**config.mk**
```make
export PLATFORM = sky130hd
export DESIGN_NAME = adder_rr_scheduler
export DESIGN_NICKNAME = d
export VERILOG_FILES = /design/src/rtl/adder_rr_scheduler.sv
export SDC_FILE = /design/constraint.sdc
export NUM_CORES = 1
export LEC_CHECK = 0
export ABC_AREA = 1
export CORE_MARGIN = 1.5
export CORE_UTILIZATION = 51
export DETAILED_ROUTE_END_ITERATION = 6
export GPL_TIMING_DRIVEN = 0
export PLACE_DENSITY = 0.88
export REMOVE_ABC_BUFFERS = 1
export SYNTH_ARGS = -nofsm -noshare
export SYNTH_HDL_FRONTEND = slang
export SYNTH_SLANG_ARGS = --single-unit
```
**constraint.sdc**
```tcl
create_clock -name clk -period 2.9 [get_ports clk]
set_input_delay 0.58 -clock clk [delete_from_list [all_inputs] [get_ports clk]]
set_output_delay 0.58 -clock clk [all_outputs]
set_load 0.01 [all_outputs]
```
**src/rtl/adder_rr_scheduler.sv**
```systemverilog
// -----------------------------------------------------------------------------
// adder_rr_scheduler
//
// Purpose:
//    Shares one pipelined ripple-carry adder between NREQ requesters. A
//    round-robin arbiter issues at most one add per clock into an operand
//    register that feeds the adder. A tag pipeline runs alongside the adder so
//    each result is steered back to the requester that issued it.
//
// Configuration macro:
//    ADDER_SCHED_STATS_EN - when defined, op_count counts handshakes
//                           (saturating at 16'hFFFF, cleared by rst).
//                           When undefined, op_count is tied to zero.
//
// Ports (adder_rr_scheduler):
//    clk        in   1           rising-edge clock
//    rst        in   1           asynchronous, active-high reset
//    en         in   1           issue enable (in-flight ops always finish)
//    req_valid  in   NREQ        request pending per requester
//    req_a      in   NREQ*Nbits  operand A, requester i at [i*Nbits +: Nbits]
//    req_b      in   NREQ*Nbits  operand B, packed like req_a
//    req_cin    in   NREQ        carry-in per requester
//    req_ready  out  NREQ        one-hot grant
//    rsp_valid  out  NREQ        one-hot response strobe
//    rsp_sum    out  Nbits       registered result sum (holds when idle)
//    rsp_cout   out  1           registered result carry-out (holds when idle)
//    busy       out  1           any op in flight (operand stage included)
//    op_count   out  16          issued-op counter
//
// Ports (rippleCarryAdder_pipeline):
//    clk     in   1      clock (datapath only, no reset)
//    a_i     in   Nbits  operand A
//    b_i     in   Nbits  operand B
//    cin_i   in   1      carry-in
//    sum_o   out  Nbits  sum, Nstages+1 clocks after a_i/b_i/cin_i
//    cout_o  out  1      carry-out, same timing as sum_o
// -----------------------------------------------------------------------------

// Pipelined ripple-carry adder. One capture register, then Nstages stages,
// each adding one CH-bit chunk and passing its carry to the next stage.
// Latency from inputs to sum_o/cout_o is Nstages+1 clocks. The datapath is
// deliberately unreset; the scheduler masks stale data with its tags.
module rippleCarryAdder_pipeline #(
   parameter int Nstages = 2,
   parameter int Nbits   = 8
) (
   input  logic             clk,
   input  logic [Nbits-1:0] a_i,
   input  logic [Nbits-1:0] b_i,
   input  logic             cin_i,
   output logic [Nbits-1:0] sum_o,
   output logic             cout_o
);

   // Chunk width, rounded up so Nbits need not divide evenly; the padding
   // bits are zero so the carry out of bit Nbits-1 lands in sum bit Nbits.
   localparam int CH = (Nbits + Nstages - 1) / Nstages;
   localparam int PW = CH * Nstages;

   logic [PW-1:0] a_q [Nstages];
   logic [PW-1:0] b_q [Nstages];
   logic [PW-1:0] s_q [Nstages+1];
   logic [Nstages:0] c_q;

   logic [CH:0]   part_w  [Nstages];
   logic [PW-1:0] snext_w [Nstages];
   logic [PW:0]   full_w;

   genvar gi;
   generate
      for (gi = 0; gi < Nstages; gi++) begin : g_stage
         assign part_w[gi] = {1'b0, a_q[gi][gi*CH +: CH]}
                           + {1'b0, b_q[gi][gi*CH +: CH]}
                           + (CH+1)'(c_q[gi]);
         // Chunk gi of s_q[gi] is still zero, so OR-ing the chunk in is
         // equivalent to a part-select write.
         assign snext_w[gi] = s_q[gi] | (PW'(part_w[gi][CH-1:0]) << (gi*CH));
      end
   endgenerate

   always_ff @(posedge clk) begin
      a_q[0] <= PW'(a_i);
      b_q[0] <= PW'(b_i);
      s_q[0] <= '0;
      c_q[0] <= cin_i;
      for (int s = 0; s < Nstages; s++) begin
         if (s + 1 < Nstages) begin
            a_q[s+1] <= a_q[s];
            b_q[s+1] <= b_q[s];
         end
         s_q[s+1] <= snext_w[s];
         c_q[s+1] <= part_w[s][CH];
      end
   end

   assign full_w = {c_q[Nstages], s_q[Nstages]};
   assign {cout_o, sum_o} = full_w[Nbits:0];

endmodule

module adder_rr_scheduler #(
   parameter int NREQ    = 4,
   parameter int Nstages = 2,
   parameter int Nbits   = 8,
   parameter int ADD_LAT = Nstages + 1
) (
   input  logic                  clk,
   input  logic                  rst,
   input  logic                  en,
   input  logic [NREQ-1:0]       req_valid,
   input  logic [NREQ*Nbits-1:0] req_a,
   input  logic [NREQ*Nbits-1:0] req_b,
   input  logic [NREQ-1:0]       req_cin,
   output logic [NREQ-1:0]       req_ready,
   output logic [NREQ-1:0]       rsp_valid,
   output logic [Nbits-1:0]      rsp_sum,
   output logic                  rsp_cout,
   output logic                  busy,
   output logic [15:0]           op_count
);

   localparam int IW = (NREQ > 1) ? $clog2(NREQ) : 1;

   // ---------------- arbitration (combinational from rr_q) ----------------
   logic [IW-1:0] rr_q, rr_d;
   logic [IW-1:0] gnt_idx;
   logic          gnt_any;
   logic          hs;

   always_comb begin
      gnt_any = 1'b0;
      gnt_idx = '0;
      // First requester at or above the pointer, wrapping mod NREQ.
      for (int k = 0; k < NREQ; k++) begin
         if (!gnt_any && req_valid[(int'(rr_q) + k) % NREQ]) begin
            gnt_any = 1'b1;
            gnt_idx = IW'((int'(rr_q) + k) % NREQ);
         end
      end
   end

   // The grant only ever lands on a valid requester, so a grant is a handshake.
   assign hs        = en && gnt_any;
   assign req_ready = hs ? (NREQ'(1) << gnt_idx) : '0;

   always_comb begin
      rr_d = rr_q;
      if (hs) begin
         rr_d = (int'(gnt_idx) == NREQ - 1) ? '0 : gnt_idx + 1'b1;
      end
   end

   // ---------------- operand register (adder input) ----------------
   logic [Nbits-1:0] op_a_q, op_b_q;
   logic             op_cin_q;

   always_ff @(posedge clk or posedge rst) begin
      if (rst) begin
         rr_q     <= '0;
         op_a_q   <= '0;
         op_b_q   <= '0;
         op_cin_q <= 1'b0;
      end else begin
         rr_q <= rr_d;
         if (hs) begin
            op_a_q   <= req_a[int'(gnt_idx)*Nbits +: Nbits];
            op_b_q   <= req_b[int'(gnt_idx)*Nbits +: Nbits];
            op_cin_q <= req_cin[gnt_idx];
         end
      end
   end

   // ---------------- shared adder ----------------
   logic [Nbits-1:0] add_sum;
   logic             add_cout;

   rippleCarryAdder_pipeline #(
      .Nstages (Nstages),
      .Nbits   (Nbits)
   ) u_adder (
      .clk    (clk),
      .a_i    (op_a_q),
      .b_i    (op_b_q),
      .cin_i  (op_cin_q),
      .sum_o  (add_sum),
      .cout_o (add_cout)
   );

   // ---------------- tag pipeline ----------------
   // Stage 0 is aligned with the operand register; stage ADD_LAT is aligned
   // with the adder output.
   logic [ADD_LAT:0] tag_vld_q;
   logic [IW-1:0]    tag_idx_q [ADD_LAT+1];

   always_ff @(posedge clk or posedge rst) begin
      if (rst) begin
         tag_vld_q <= '0;
         for (int k = 0; k <= ADD_LAT; k++) begin
            tag_idx_q[k] <= '0;
         end
      end else begin
         tag_vld_q    <= {tag_vld_q[ADD_LAT-1:0], hs};
         tag_idx_q[0] <= gnt_idx;
         for (int k = 1; k <= ADD_LAT; k++) begin
            tag_idx_q[k] <= tag_idx_q[k-1];
         end
      end
   end

   assign busy = |tag_vld_q;

   // ---------------- response register ----------------
   logic [NREQ-1:0]  rsp_valid_q, rsp_valid_d;
   logic [Nbits-1:0] rsp_sum_q;
   logic             rsp_cout_q;

   assign rsp_valid_d = tag_vld_q[ADD_LAT] ? (NREQ'(1) << tag_idx_q[ADD_LAT]) : '0;

   always_ff @(posedge clk or posedge rst) begin
      if (rst) begin
         rsp_valid_q <= '0;
         rsp_sum_q   <= '0;
         rsp_cout_q  <= 1'b0;
      end else begin
         rsp_valid_q <= rsp_valid_d;
         if (tag_vld_q[ADD_LAT]) begin
            rsp_sum_q  <= add_sum;
            rsp_cout_q <= add_cout;
         end
      end
   end

   assign rsp_valid = rsp_valid_q;
   assign rsp_sum   = rsp_sum_q;
   assign rsp_cout  = rsp_cout_q;

   // ---------------- optional statistics ----------------
`ifdef ADDER_SCHED_STATS_EN
   logic [15:0] op_count_q;

   always_ff @(posedge clk or posedge rst) begin
      if (rst) begin
         op_count_q <= '0;
      end else if (hs && op_count_q != 16'hFFFF) begin
         op_count_q <= op_count_q + 16'd1;
      end
   end

   assign op_count = op_count_q;
`else
   assign op_count = 16'd0;
`endif

endmodule
```
# --- Word-level counts from Yosys, hierarchy flattened ---
# Memories as Yosys holds them, arrays and structs flattened. A register that Yosys moved wholly into a read port is not among the register bits.
# Cells that the tools add are included.
classes:
  n_addsub: 8
  order_cmp: 5
  eq_ne: 1
  n_shift: 4
  mux: 24
  bitwise: 5
  n_reduce_logical: 11
op_table:
  columns: ["operator", "n"]
  rows:
  - ["32-bit by 6-bit indexed part select with 8-bit output", 2]
  - ["3-bit by 4-bit < comparator with 1-bit output, second input constant", 3]
  - ["1-bit two-way mux", 12]
  - ["4-bit by 4-bit adder with 5-bit output", 2]
  - ["5-bit by 1-bit adder with 5-bit output", 2]
  - ["1-bit binary-select mux with 2-bit select", 5]
  - ["2-bit two-way mux", 5]
  - ["4-bit two-way mux", 2]
  - ["8-bit by 4-bit OR with 8-bit output", 1]
  - ["8-bit OR", 1]
  - ["1-bit by 2-bit << shifter with 4-bit output, first input constant", 2]
  - ["2-bit by 3-bit < comparator with 1-bit output, second input constant", 2]
  - ["2-bit OR reduction", 3]
  - ["2-bit by 1-bit adder with 2-bit output, second input constant", 2]
  - ["2-bit adder, second input constant", 2]
  - ["1-bit logical AND", 4]
  - ["4-bit OR reduction", 1]
  - ["1-bit bitwise AND, first input constant", 3]
  - ["1-bit logical NOT", 3]
  - ["2-bit by 1-bit equality test with 1-bit output, second input constant", 1]
totals:
  register_bits: 39
  mem_bits_rw: 56
  in_bits: 75
  output_inout_bits: 34
  wordCells: 73
  n_memories: 3
mem_list:
  columns: ["name", "words", "width", "read_ports", "rd_ports_with_merged_regs", "write_ports", "line_no", "rtl"]
  rows:
  - ["u_adder.s_q", 3, 8, 3, 1, 3, "62", "logic [PW-1:0] s_q [Nstages+1];"]
  - ["u_adder.a_q", 2, 8, 2, 0, 2, "60", "logic [PW-1:0] a_q [Nstages];"]
  - ["u_adder.b_q", 2, 8, 2, 0, 2, "61", "logic [PW-1:0] b_q [Nstages];"]

# --- Longest topological paths before layout ---
depth:
  depth_word: 16
  mapped_depth: 18
  mapped_depth_nobuf: 15

# --- Modules after synthesis ---
# From an unflattened synthesis, not the netlist that was laid out.
hier_totals:
  cells_unflattened: 490
  hier_area_um2: 3788.6
by_module_without_submodules:
  columns: ["mod", "n_inst", "cells_per_inst", "area_each_um2"]
  rows:
  - ["adder_rr_scheduler", 1, 393, 2617.5]
  - ["rippleCarryAdder_pipeline", 1, 97, 1171.1]

# --- Worst setup path after synthesis ---
# No wires, ideal clock.
synth_path:
  path_kind: "input to output"
  start: "input port req_valid[3]"
  end: "output port req_ready[0]"
  t_arrival_ns: 1.775
  required_time_ns: 2.320
  slack_ns: 0.545
  stages: 10
  path_cell_list: "inv_1 -> nand2_1 -> nand3_1 -> nand2_1 -> nor2_4 -> nand3_4 -> nand3_2 -> buf_2 -> inv_1 -> nor3_1"
synth_via:
  elab_chain_cells: 14
  word_cells_on_any_way: 28
synth_lines:
  columns: ["item", "line_no", "rtl"]
  rows:
  - ["start, declared", "110", "input logic [NREQ-1:0] req_valid,"]
  - ["1-bit binary-select mux with 2-bit select", "135", "if (!gnt_any && req_valid[(int'(rr_q) + k) % NREQ]) begin"]
  - ["1-bit two-way mux (not written as such)", "135", null]
  - ["1-bit two-way mux", "135", null]
  - ["1-bit logical NOT", "135", null]
  - ["1-bit logical AND", "135", null]
  - ["1-bit two-way mux", "135", null]
  - ["1-bit logical NOT", "135", null]
  - ["1-bit logical AND", "135", null]
  - ["1-bit two-way mux", "135", null]
  - ["1-bit logical NOT", "135", null]
  - ["1-bit logical AND", "135", null]
  - ["2-bit two-way mux (*)", "135", null]
  - ["via gnt_idx[0]", "126", "logic [IW-1:0] gnt_idx;"]
  - ["1-bit by 2-bit << shifter with 4-bit output (*)", "144", "assign req_ready = hs ? (NREQ'(1) << gnt_idx) : '0;"]
  - ["4-bit two-way mux (*)", "144", null]
  - ["end, declared", "114", "output logic [NREQ-1:0] req_ready,"]
# The timed path passes the listed nets; every way through them passes the cells marked *. The select of a mux whose other input is x is not followed.

# --- Final worst setup path ---
layout_path:
  start: "register rr_q[0]"
  end: "output port req_ready[3]"
layout_via:
  elab_chain_cells: 14
  word_cells_on_any_way: 31
layout_lines:
  columns: ["item", "line_no", "rtl"]
  rows:
  - ["start, declared", "125", "logic [IW-1:0] rr_q, rr_d;"]
  - ["start signal, assigned", "164", "rr_q <= rr_d;"]
  - ["2-bit by 1-bit adder with 2-bit output / 1-bit binary-select mux with 2-bit select (equally long branches)", "135, 137", null]
  - ["1-bit binary-select mux with 2-bit select / 1-bit two-way mux (equally long branches)", "135", null]
  - ["1-bit two-way mux (not written as such)", "135", null]
  - ["1-bit two-way mux (not written as such) / 1-bit logical NOT (equally long branches)", "135", null]
  - ["1-bit logical AND", "135", null]
  - ["1-bit two-way mux", "135", null]
  - ["1-bit logical NOT", "135", null]
  - ["1-bit logical AND", "135", null]
  - ["1-bit two-way mux", "135", null]
  - ["1-bit logical NOT", "135", null]
  - ["1-bit logical AND", "135", null]
  - ["2-bit two-way mux / 1-bit two-way mux (equally long branches)", "135", null]
  - ["1-bit by 2-bit << shifter with 4-bit output / 1-bit logical AND (equally long branches)", "144, 143", null]
  - ["4-bit two-way mux (*)", "144", null]
# Mark *: on every way between the ends. The rest lies on a longest branch, timed or not. The select of a mux whose other input is x is not followed.

==> flow_summary.toml <==
[logic_synthesis]
post_synth_mux_area_share_pct = 0
yosys_register_bits = 83
synth_fa_ha_area_share_pct = 4.16
syn_inst = 467
synth_compound_area_share_pct = 1.44
yosys_warnings = 0
syn-cell-area_sq_um = 3730
ys_types = 29
seq_area_frac_synth_pct = 50.5
synth-simple-area-share_pct = 33.6
synth_top_family_by_area = "simple AND/OR/NAND/NOR gates"
yosys.area_share.xor_xnor_pct = 0.939
syn_area_per_cell_sq_um = 7.99

[status]
status = "finished, violations left"
violations = "design-rule violations, negative setup slack"

[finish]
n_antenna_cell = 0
fin_area_sq_um = 5550
nets = 693
fillers = 365
syn_to_final_growth_pct = 48.8
layout-drive-gt1-share_pct = 22.3
regArea_sq_um = 1880
multi_input_area_sq_um = 1910

[timing]
whs_ns = 0.331
finalSetupTns_ns = -0.416
setup_violations = 8
min_period_ns = 3.05
rsz0062_at_grt = "true"
hold_viol = 0
fmax_mhz = 327
fin_ws_ns = -0.155
slew_headroom_pct = 38.7
tightest_slew_ns = 0.919
clock_skew_ns = 0.0110
slew_violations = 0
finalCritPeriodShare_pct = 105

[drt]
top_layer = "met4"
avgRoutedWirePerCell_um = 19.6
wirelength_met1_mm = 4.47
wl_met2_mm = 6.50
route.met3.wl_mm = 1.64
num_vias = 4147
routed_wl_mm = 13.9
drc_errors = 8
drtAntennaViolNets = 0
drt-pass1-iter-count = 7
vias_per_cell = 5.85
dr.first_iter.drc_count = 465

[critical_path]
worstSetupEndpointType = "output port"
cp.required_ns = 2.32
crit_type = "reg2out"
cp_data_arrival_time_ns = 2.47
start_kind = "register"
critPathMaxFanout = 18

[clock_tree]
cts_tree = "done"
cts_root_buf = "clkbuf_8"
clockBufferDepth = 2
clock-sinks = 83
clk_pin_slew_ns = 0.09
clkLatencyLatePin_ns = 0.35
htree_levels = 3
cts_made_buffers = 9

[grt]
grt_max_degree = 45
first_global_vias = 3801
antenna_found_initial = 0
grt_pass1_wl_mm = 18.3
grt_remaining_overflow = 0
track_usage_pct = 31.7

[pwr]
irDropWorstVdd_uv = 857
power.leakage_nw = 2.80
p_per_area_nw_per_um2 = 1440

[floorplan]
io_pins = 109
die_w_um = 88.5
die_h_um = 88.5
start_util_pct = 53.7
die-area_sq_um = 7840
coreArea_sq_um = 6940
fp-row-count = 30

[placement]
io_buffers = 92
hpwl_mm = 5.44
gp_congestion = 0.755
pre_cts_ws_ns = -1.65
dpl_cell_area_sq_um = 4580

[run]
maxCapViolations = 0

[min_path]
hp-class = "reg2reg"
## registers in the layout (all words and copies together) (netlist names)
signal and cells:
u_adder.a_q 12, rsp_valid 4, rr_q 2, rsp_cout 1, op_cin_q 1, u_adder.b_q 12, u_adder.c_q 3, tag_vld_q 4
op_b_q 8, rsp_sum 8, tag_idx_q 8, u_adder.s_q 12, op_a_q 8
## power by group
group	internal, mW	switching, mW
sequential	1.71	0.308
combinational	1.93	3.24
clock	0.398	0.429
total	4.03	3.98
## path summary, 6_finish.rpt
path,from,slack (ns),cells after the start,to
min,u_adder.s_q[1][3],0.33,0,u_adder.s_q[2][3]
max reg2reg,rr_q[0],-0.03,20,op_a_q[3]
max in group asynchronous,rst,1.52,2,rr_q[1]
min reg2reg,u_adder.s_q[1][3],0.33,0,u_adder.s_q[2][3]
max,rr_q[0],-0.15,12,req_ready[3]
min in group asynchronous,rst,0.76,2,op_cin_q
## worst max-delay path, stage by stage, from the launching register on
cell     delay [ns]
dfrtp_2        0.53
buf_6          0.18
nand2_4        0.06
nand2_4        0.06
nand2_2        0.07
nand2_2        0.07
nor2_4         0.18
nand4_1        0.16
buf_4          0.19
nand3_4        0.14
inv_6          0.10
nor3_2         0.18
buf_2          0.17
## placed cells by master, fill, tap and decap left out, types with 5 or more instances in the layout
cell / synthesis / routed
conb_1: 1 / 16
clkdlybuf4s50_1: 0 / 84
clkbuf_8: 0 / 9
nand3_4: 1 / 9
ha_1: 6 / 6
nand4_1: 35 / 35
dfrtp_1: 44 / 42
inv_1: 23 / 17
nand2_2: 2 / 19
nand2_1: 236 / 209
nand2_4: 0 / 10
nand3_2: 2 / 7
inv_2: 2 / 5
dfxtp_1: 39 / 39
buf_4: 16 / 47
buf_6: 3 / 6
## area by class of cell
type / instances / area share, %
timing repair inverter: 1 / 0.0902
clock inverter: 6 / 1.19
timing repair buffer: 145 / 23.7
tap: 96 / 2.16
clock buffer: 10 / 2.30
multi-input combinational: 342 / 34.5
sequential: 83 / 33.9
inverter: 26 / 2.10
## per-stage QoR
| stage | instances | util (%) | power, mW |
|---|---|---|---|
| after floorplan | 443 | - | 4.04 |
| after global placement | 631 | 65.9 | 4.81 |
| after detailed placement | 631 | 65.9 | 5.00 |
| after CTS | 696 | 76.6 | 6.85 |
| after global routing | 709 | 79.9 | 8.35 |
| final | 709 | 79.9 | 8.01 |
## repair_timing
action | 4_1_cts | 5_1_grt
hold buffers | 0 | 0
resized for setup | 60 | 40
gates cloned | 9 | 0
setup buffers | 41 | 15
pin swaps | 23 | 24
endpoints found under the setup margin | 24 | 15
## cell families (layout without fill, tap and decap cells)
| family | after synthesis | after routing |
|---|---|---|
| compound gates | 10 | 10 |
| flops | 83 | 83 |
| fa+ha+maj | 10 | 10 |
| xor+xnor | 4 | 4 |
| other cells | 1 | 16 |
| buf+inv | 65 | 188 |
| simple gates | 294 | 302 |
## layer usage
layer  vias up  GRT usage [%]
met5         -              0
met4         0           23.0
met3       135           8.96
met2       427           54.4
met1      1844           33.4
li1       1741              -
## synthesized netlist by cell type
cell type,instances,area (sq um)
a31oi_1,1,6.26
nand2_2,2,12.5
nand3_2,2,20.0
o211ai_1,1,7.51
dfxtp_1,39,781
nand3_4,1,17.5
buf_6,3,33.8
nand4_1,35,219
clkbuf_1,5,18.8
o21ai_1,1,5.00
or4_1,1,7.51
inv_2,2,7.51
nor2_1,1,3.75
a21oi_1,4,20.0
nor2_4,1,11.3
buf_4,16,120
inv_4,1,6.26
fa_1,4,80.1
dfrtp_1,44,1100
conb_1,1,3.75
ha_1,6,75.1
xnor2_1,2,17.5
o21ai_0,3,15.0
nand2_1,236,886
inv_1,23,86.3
buf_2,15,75.1
xor2_1,2,17.5
nand3_1,9,45.0
nor3_1,6,30.0
Note: power is estimated with default switching activity, not from simulation.
